===== config.mk =====
export PLATFORM = sky130hd
export DESIGN_NAME = rs_issue_scheduler
export DESIGN_NICKNAME = d
export VERILOG_FILES = /design/src/rtl/rs_issue_scheduler.sv
export SDC_FILE = /design/constraint.sdc
export NUM_CORES = 1
export LEC_CHECK = 0
export CAP_MARGIN = 20
export CELL_PAD_IN_SITES_DETAIL_PLACEMENT = 1
export CELL_PAD_IN_SITES_GLOBAL_PLACEMENT = 2
export CORE_ASPECT_RATIO = 0.9
export CORE_MARGIN = 2
export CORE_UTILIZATION = 39
export DETAILED_ROUTE_END_ITERATION = 10
export PLACE_DENSITY = 0.95
export SETUP_SLACK_MARGIN = 0.05
export SLEW_MARGIN = 20
export SYNTH_ARGS = -nofsm -noshare
export SYNTH_HDL_FRONTEND = slang
export SYNTH_SLANG_ARGS = --single-unit

===== constraint.sdc =====
create_clock -name clk -period 5.4 [get_ports clk]
set_input_delay 1.08 -clock clk [delete_from_list [all_inputs] [get_ports clk]]
set_output_delay 1.08 -clock clk [all_outputs]
set_load 0.005 [all_outputs]

===== src/rtl/rs_issue_scheduler.sv =====
`default_nettype none
// ============================================================================
//  Module      : rs_issue_scheduler
//  Description : Collapsing-queue reservation station. Buffers decomposed
//                instructions in age order (slot 0 oldest), snoops the
//                writeback bus to wake pending sources, and issues the oldest
//                entry whose two sources are valid.
//  Revision    : 1.0  initial release
// ============================================================================
module rs_issue_scheduler #(
  parameter int DEPTH  = 4,
  parameter int INST_W = 83,
  parameter int TAG_W  = 5
) (
  input  logic                         clk,
  input  logic                         rst_n,
  input  logic                         flush,
  input  logic                         in_valid,
  output logic                         in_ready,
  input  logic [INST_W-1:0]            in_inst,
  input  logic                         wb_valid,
  input  logic [TAG_W-1:0]             wb_tag,
  input  logic [31:0]                  wb_value,
  output logic                         issue_valid,
  input  logic                         issue_ready,
  output logic [INST_W-1:0]            issue_inst,
  output logic [$clog2(DEPTH+1)-1:0]   count
);

  localparam int CW = $clog2(DEPTH+1);

  // Field positions inside a decomposed instruction
  localparam int c_s1_v   = 5;
  localparam int c_rs1_lo = 6;
  localparam int c_s2_v   = 38;
  localparam int c_rs2_lo = 39;

  logic [DEPTH-1:0]             r_v;
  logic [DEPTH-1:0][INST_W-1:0] r_inst;
  logic [CW-1:0]                r_count;

  logic [DEPTH-1:0]             w_rdy;
  logic [DEPTH-1:0]             w_sel_oh;
  logic [DEPTH-1:0]             w_above;
  logic [DEPTH-1:0]             w_up_v;
  logic [DEPTH-1:0][INST_W-1:0] w_up_inst;
  logic [DEPTH-1:0]             w_shift;
  logic [DEPTH-1:0]             w_base_v;
  logic [DEPTH-1:0][INST_W-1:0] w_base_inst;
  logic [DEPTH-1:0]             w_ins_here;
  logic [DEPTH-1:0]             w_nxt_v;
  logic [DEPTH-1:0][INST_W-1:0] w_nxt_inst;
  logic                         w_wake_en;
  logic                         w_ins_fire;
  logic                         w_iss_fire;
  logic [CW-1:0]                w_ins_pos;
  logic [CW-1:0]                w_nxt_count;
  logic [INST_W-1:0]            w_in_woken;

  // Apply a writeback broadcast to both sources of one instruction
  function automatic logic [INST_W-1:0] wake(
    input logic [INST_W-1:0] inst,
    input logic              en,
    input logic [TAG_W-1:0]  tag,
    input logic [31:0]       val
  );
    logic [INST_W-1:0] res;
    res = inst;
    if (en && !inst[c_s1_v] && (inst[c_rs1_lo +: TAG_W] == tag)) begin
      res[c_rs1_lo +: 32] = val;
      res[c_s1_v]         = 1'b1;
    end
    if (en && !inst[c_s2_v] && (inst[c_rs2_lo +: TAG_W] == tag)) begin
      res[c_rs2_lo +: 32] = val;
      res[c_s2_v]         = 1'b1;
    end
    return res;
  endfunction

  // Tag 0 never matches: it marks "no producer"
  assign w_wake_en  = wb_valid && (wb_tag != '0);
  assign in_ready   = (r_count < CW'(DEPTH));
  assign count      = r_count;
  assign w_ins_fire = in_valid && in_ready;
  assign w_iss_fire = issue_valid && issue_ready;
  assign w_ins_pos  = r_count - {{(CW-1){1'b0}}, w_iss_fire};
  assign w_in_woken = wake(in_inst, w_wake_en, wb_tag, wb_value);

  // Oldest-ready priority pick; w_above marks the selected slot and all above it
  always_comb begin
    logic found;
    found    = 1'b0;
    w_sel_oh = '0;
    w_above  = '0;
    for (int i = 0; i < DEPTH; i++) begin
      w_rdy[i]    = r_v[i] && r_inst[i][c_s1_v] && r_inst[i][c_s2_v];
      w_sel_oh[i] = w_rdy[i] && !found;
      found       = found || w_rdy[i];
      w_above[i]  = found;
    end
  end

  // Selected entry to the issue port; zero when nothing is ready
  always_comb begin
    issue_valid = |w_sel_oh;
    issue_inst  = '0;
    for (int i = 0; i < DEPTH; i++) begin
      if (w_sel_oh[i]) issue_inst = issue_inst | r_inst[i];
    end
  end

  for (genvar i = 0; i < DEPTH; i++) begin : g_slot
    // Neighbour above feeds this slot when the queue collapses
    if (i < DEPTH-1) begin : g_mid
      assign w_up_v[i]    = r_v[i+1];
      assign w_up_inst[i] = r_inst[i+1];
    end else begin : g_top
      assign w_up_v[i]    = 1'b0;
      assign w_up_inst[i] = '0;
    end
    assign w_shift[i]     = w_iss_fire && w_above[i];
    assign w_base_v[i]    = w_shift[i] ? w_up_v[i]    : r_v[i];
    assign w_base_inst[i] = w_shift[i] ? w_up_inst[i] : r_inst[i];
    // Insert lands in the first free slot after the collapse
    assign w_ins_here[i]  = w_ins_fire && (w_ins_pos == CW'(i));
    assign w_nxt_v[i]     = w_ins_here[i] || w_base_v[i];
    assign w_nxt_inst[i]  = w_ins_here[i] ? w_in_woken :
                            (w_base_v[i] ? wake(w_base_inst[i], w_wake_en, wb_tag, wb_value)
                                         : w_base_inst[i]);
  end

  assign w_nxt_count = r_count + {{(CW-1){1'b0}}, w_ins_fire}
                               - {{(CW-1){1'b0}}, w_iss_fire};

  // Entry storage and occupancy; flush overrides all concurrent activity
  always_ff @(posedge clk or negedge rst_n) begin
    if (!rst_n) begin
      r_v     <= '0;
      r_inst  <= '0;
      r_count <= '0;
    end else if (flush) begin
      r_v     <= '0;
      r_inst  <= '0;
      r_count <= '0;
    end else begin
      r_v     <= w_nxt_v;
      r_inst  <= w_nxt_inst;
      r_count <= w_nxt_count;
    end
  end

endmodule
`default_nettype wire


==> reports/qor.yml <==
postSynthRegisterBits: 339
numCtsBuffers: 40
path_clk_slew_ns: 0.06
gr-usage-all-layers: 0.331
wl_per_cell_um: 29.5
rsz0062_at_grt: "no"
numClockSinks: 339
layout_worst_path_cycle_share: 0.909
antenna_violating_nets_post_route: 0
max_fclk_mhz: 204
cell_area_after_synthesis_um2: 21400
timing.final.hold_violations: 0
power.leakage_nw: 10.9
post_cts.repair.setup_buffers: 0
floorplan.die.height_um: 226
max-clock-path-buffers: 3
drt_drc_violations_left: 0
synthArstFlopShare: 1.00
hold_path_depth: 2
dp.final_hpwl_um: 56900
first_global_vias: 23900
drt_first_pass_iters: 5
clock_latency_ns: 0.58
core_region_area_um2: 54300
critical_path.max_stage_delay_ns: 0.82
power_density_nw_per_um2: 299
cts_tree: "done"
cp-end-kind: "primary output"
worstSetupPathType: "reg2out"
placementRows: 81
postSynthAreaPerCell_um2: 8.69
final_max_tran_viols: 0
postCtsHoldBufs: 0
timing.clock.skew_ns: 0.0150
initialDrtViolationCount: 2372
worst_pin_slew_ns: 1.18
slew_headroom: 0.215
count_of_cells_along_the_worst_register_to_register_path: 11
element_type_at_the_critical_path_start: "flop"
timing.critical_path.required_ns: 4.32
floorplan.initialDensity: 0.394
grt_first_pass_wirelength_um: 146000
grt_overflow_total: 0
place.gp.congestion: 0.941
synth_cell_type_count: 71
tns_ns: 0
syn_inst: 2464
die_w_um: 251
route.vias.total: 22400
holdCritPathClass: "reg2reg"
crit_fanout: 52
fin_crit_ns: 4.91
power.ir.vdd_worst_mv: 0.201
sequential_area_share_after_synthesis: 0.396
hold_slack_ns: 0.558
ys_top_cells_by_area: "sky130_fd_sc_hd__dfrtp_1 (40%), sky130_fd_sc_hd__nand2_1 (6.9%), sky130_fd_sc_hd__mux2i_1 (5.7%)"
ios: 214
synthDominantAreaCellType: "sky130_fd_sc_hd__dfrtp_1"
path_buf_inv: 2
synth-edff-count: 0
routed_wire_length_um: 95500
outcome: "completed"
post_cts_resize_count: 0
crit_cells: 6
synth_ff_type: "sky130_fd_sc_hd__dfrtp_1"
finalPower_w: 0.00759
design.die.area_um2: 56800
final_layout_size_suffix_gt1_frac: 0.0997
nFillCells: 6171
critical-path-top-delay-family: "buffers and inverters"
synth-warning-count: 0
timing.final.setup_violations: 0
htree_levels: 2
largest_net_degree_at_the_start_of_global_routing: 122
placement.io_buffers: 213
critical_path_arrival_ns: 3.83
timing.max_cap.violations: 0
postSynthNetCount: 2595
areaGrowthSynthToFinish_pct: 18.3
synth.top_cell.area_share: 0.396
vias_per_cell: 6.92
layout.nets: 2631
cpMaxStageDelayCell: "sky130_fd_sc_hd__buf_4"
root_buffer: "sky130_fd_sc_hd__clkbuf_16"
crit_path_cell_trace: "and3_4 > buf_4 > a22oi_1 > nor2_1 > a221o_1 > clkdlybuf4s50_1"
grt_antenna_before_repair: 4
[power by group]
part           internal [W]  switching, W  total, W
Combinational      0.000636       0.00109   0.00172
Sequential          0.00287      0.000279   0.00315
Clock               0.00155       0.00117   0.00272
Total               0.00506       0.00253   0.00759
[worst min-delay path, cell delays in order, from the launching register on]
cell,delay [ns]
sky130_fd_sc_hd__dfrtp_1,0.37
sky130_fd_sc_hd__nand3_1,0.09
sky130_fd_sc_hd__o221ai_2,0.06
[cell type report]
cell class,instances,area (um2),share of cell area
sequential,339,8480,0.335
multi-input combinational,1813,11800,0.464
timing repair buffer,285,2880,0.113
tap,705,882,0.0348
inverter,21,78.8,0.00311
clock buffer,64,1190,0.0470
antenna,1,2.50,0.0000987
clock inverter,5,67.6,0.00267
[cell families after synthesis]
kind of cell,share of synthesized area
XOR/XNOR,0.0196
flip-flops,0.396
buffers and inverters,0.0617
multiplexers,0.0807
adder cells (fa/ha/maj),0.00327
AND/OR/NAND/NOR,0.194
AO/OA/AOI/OAI,0.244
[stage by stage]
| stage | setup WS, ns | util | instances | instance area (um2) |
|---|---|---|---|---|
| finish | 0.492 | 0.467 | 3233 | 25300 |
| detailed placement | 0.553 | 0.443 | 3163 | 24100 |
| global placement | 0.695 | 0.443 | 3163 | 24100 |
| CTS | 0.611 | 0.467 | 3232 | 25300 |
| global route | 0.451 | 0.467 | 3232 | 25300 |
| floorplan | 2.10 | - | 2464 | 21400 |
[path summary, 6_finish.rpt]
check | start | endpoint | slack, ns
setup / recovery | r_inst[121] | issue_inst[54] | 0.49
max in group asynchronous | rst_n | r_inst[144] | 3.53
hold / removal | r_inst[275] | r_inst[275] | 0.56
setup reg to reg | r_inst[171] | r_inst[294] | 1.24
hold reg to reg | r_inst[275] | r_inst[275] | 0.56
min in group asynchronous | rst_n | r_inst[39] | 0.61
[synth_stat cells (all sizes together) (62+ instances only)]
cell    number
mux2i      122
nand3      147
a21oi       64
o21ai       70
buf         64
and3        62
clkbuf     227
o22ai       68
nor2       224
a22oi       82
o221ai      91
dfrtp      339
nand2      395
a221o       82
[registers in the layout, indices dropped and copies added (netlist names)]
signal and flops:
count 3, r_v 4, r_inst 332
[cells in the final DEF, fill, tap and decap left out, drive strengths merged, types with 7 or more instances in the layout]
| cell type | instances |
|---|---|
| and3 | 62 |
| o22ai | 68 |
| a2111oi | 8 |
| nand4 | 40 |
| mux2 | 44 |
| mux2i | 122 |
| buf | 74 |
| nand3 | 147 |
| a22oi | 82 |
| a221o | 82 |
| a31oi | 27 |
| xnor2 | 41 |
| o32ai | 56 |
| nor4 | 7 |
| a311oi | 39 |
| inv | 22 |
| o21ai | 70 |
| a31o | 7 |
| a211oi | 18 |
| o221ai | 91 |
| nand2 | 395 |
| xor2 | 7 |
| clkdlybuf4s50 | 211 |
| clkbuf | 64 |
| o31ai | 22 |
| or4 | 9 |
| nor3 | 24 |
| nor2 | 224 |
| a21oi | 64 |
| dfrtp | 339 |
[routing by layer]
metal	part of all wire	wire, um	up-vias	GRT usage
li1	-	-	9276	-
met1	0.40	38400	11500	0.424
met2	0.46	44000	1312	0.529
met3	0.093	8870	305	0.0711
met4	0.044	4230	2	0.166
met5	0.00015	14	-	0
Note: power is estimated with default switching activity, not from simulation.
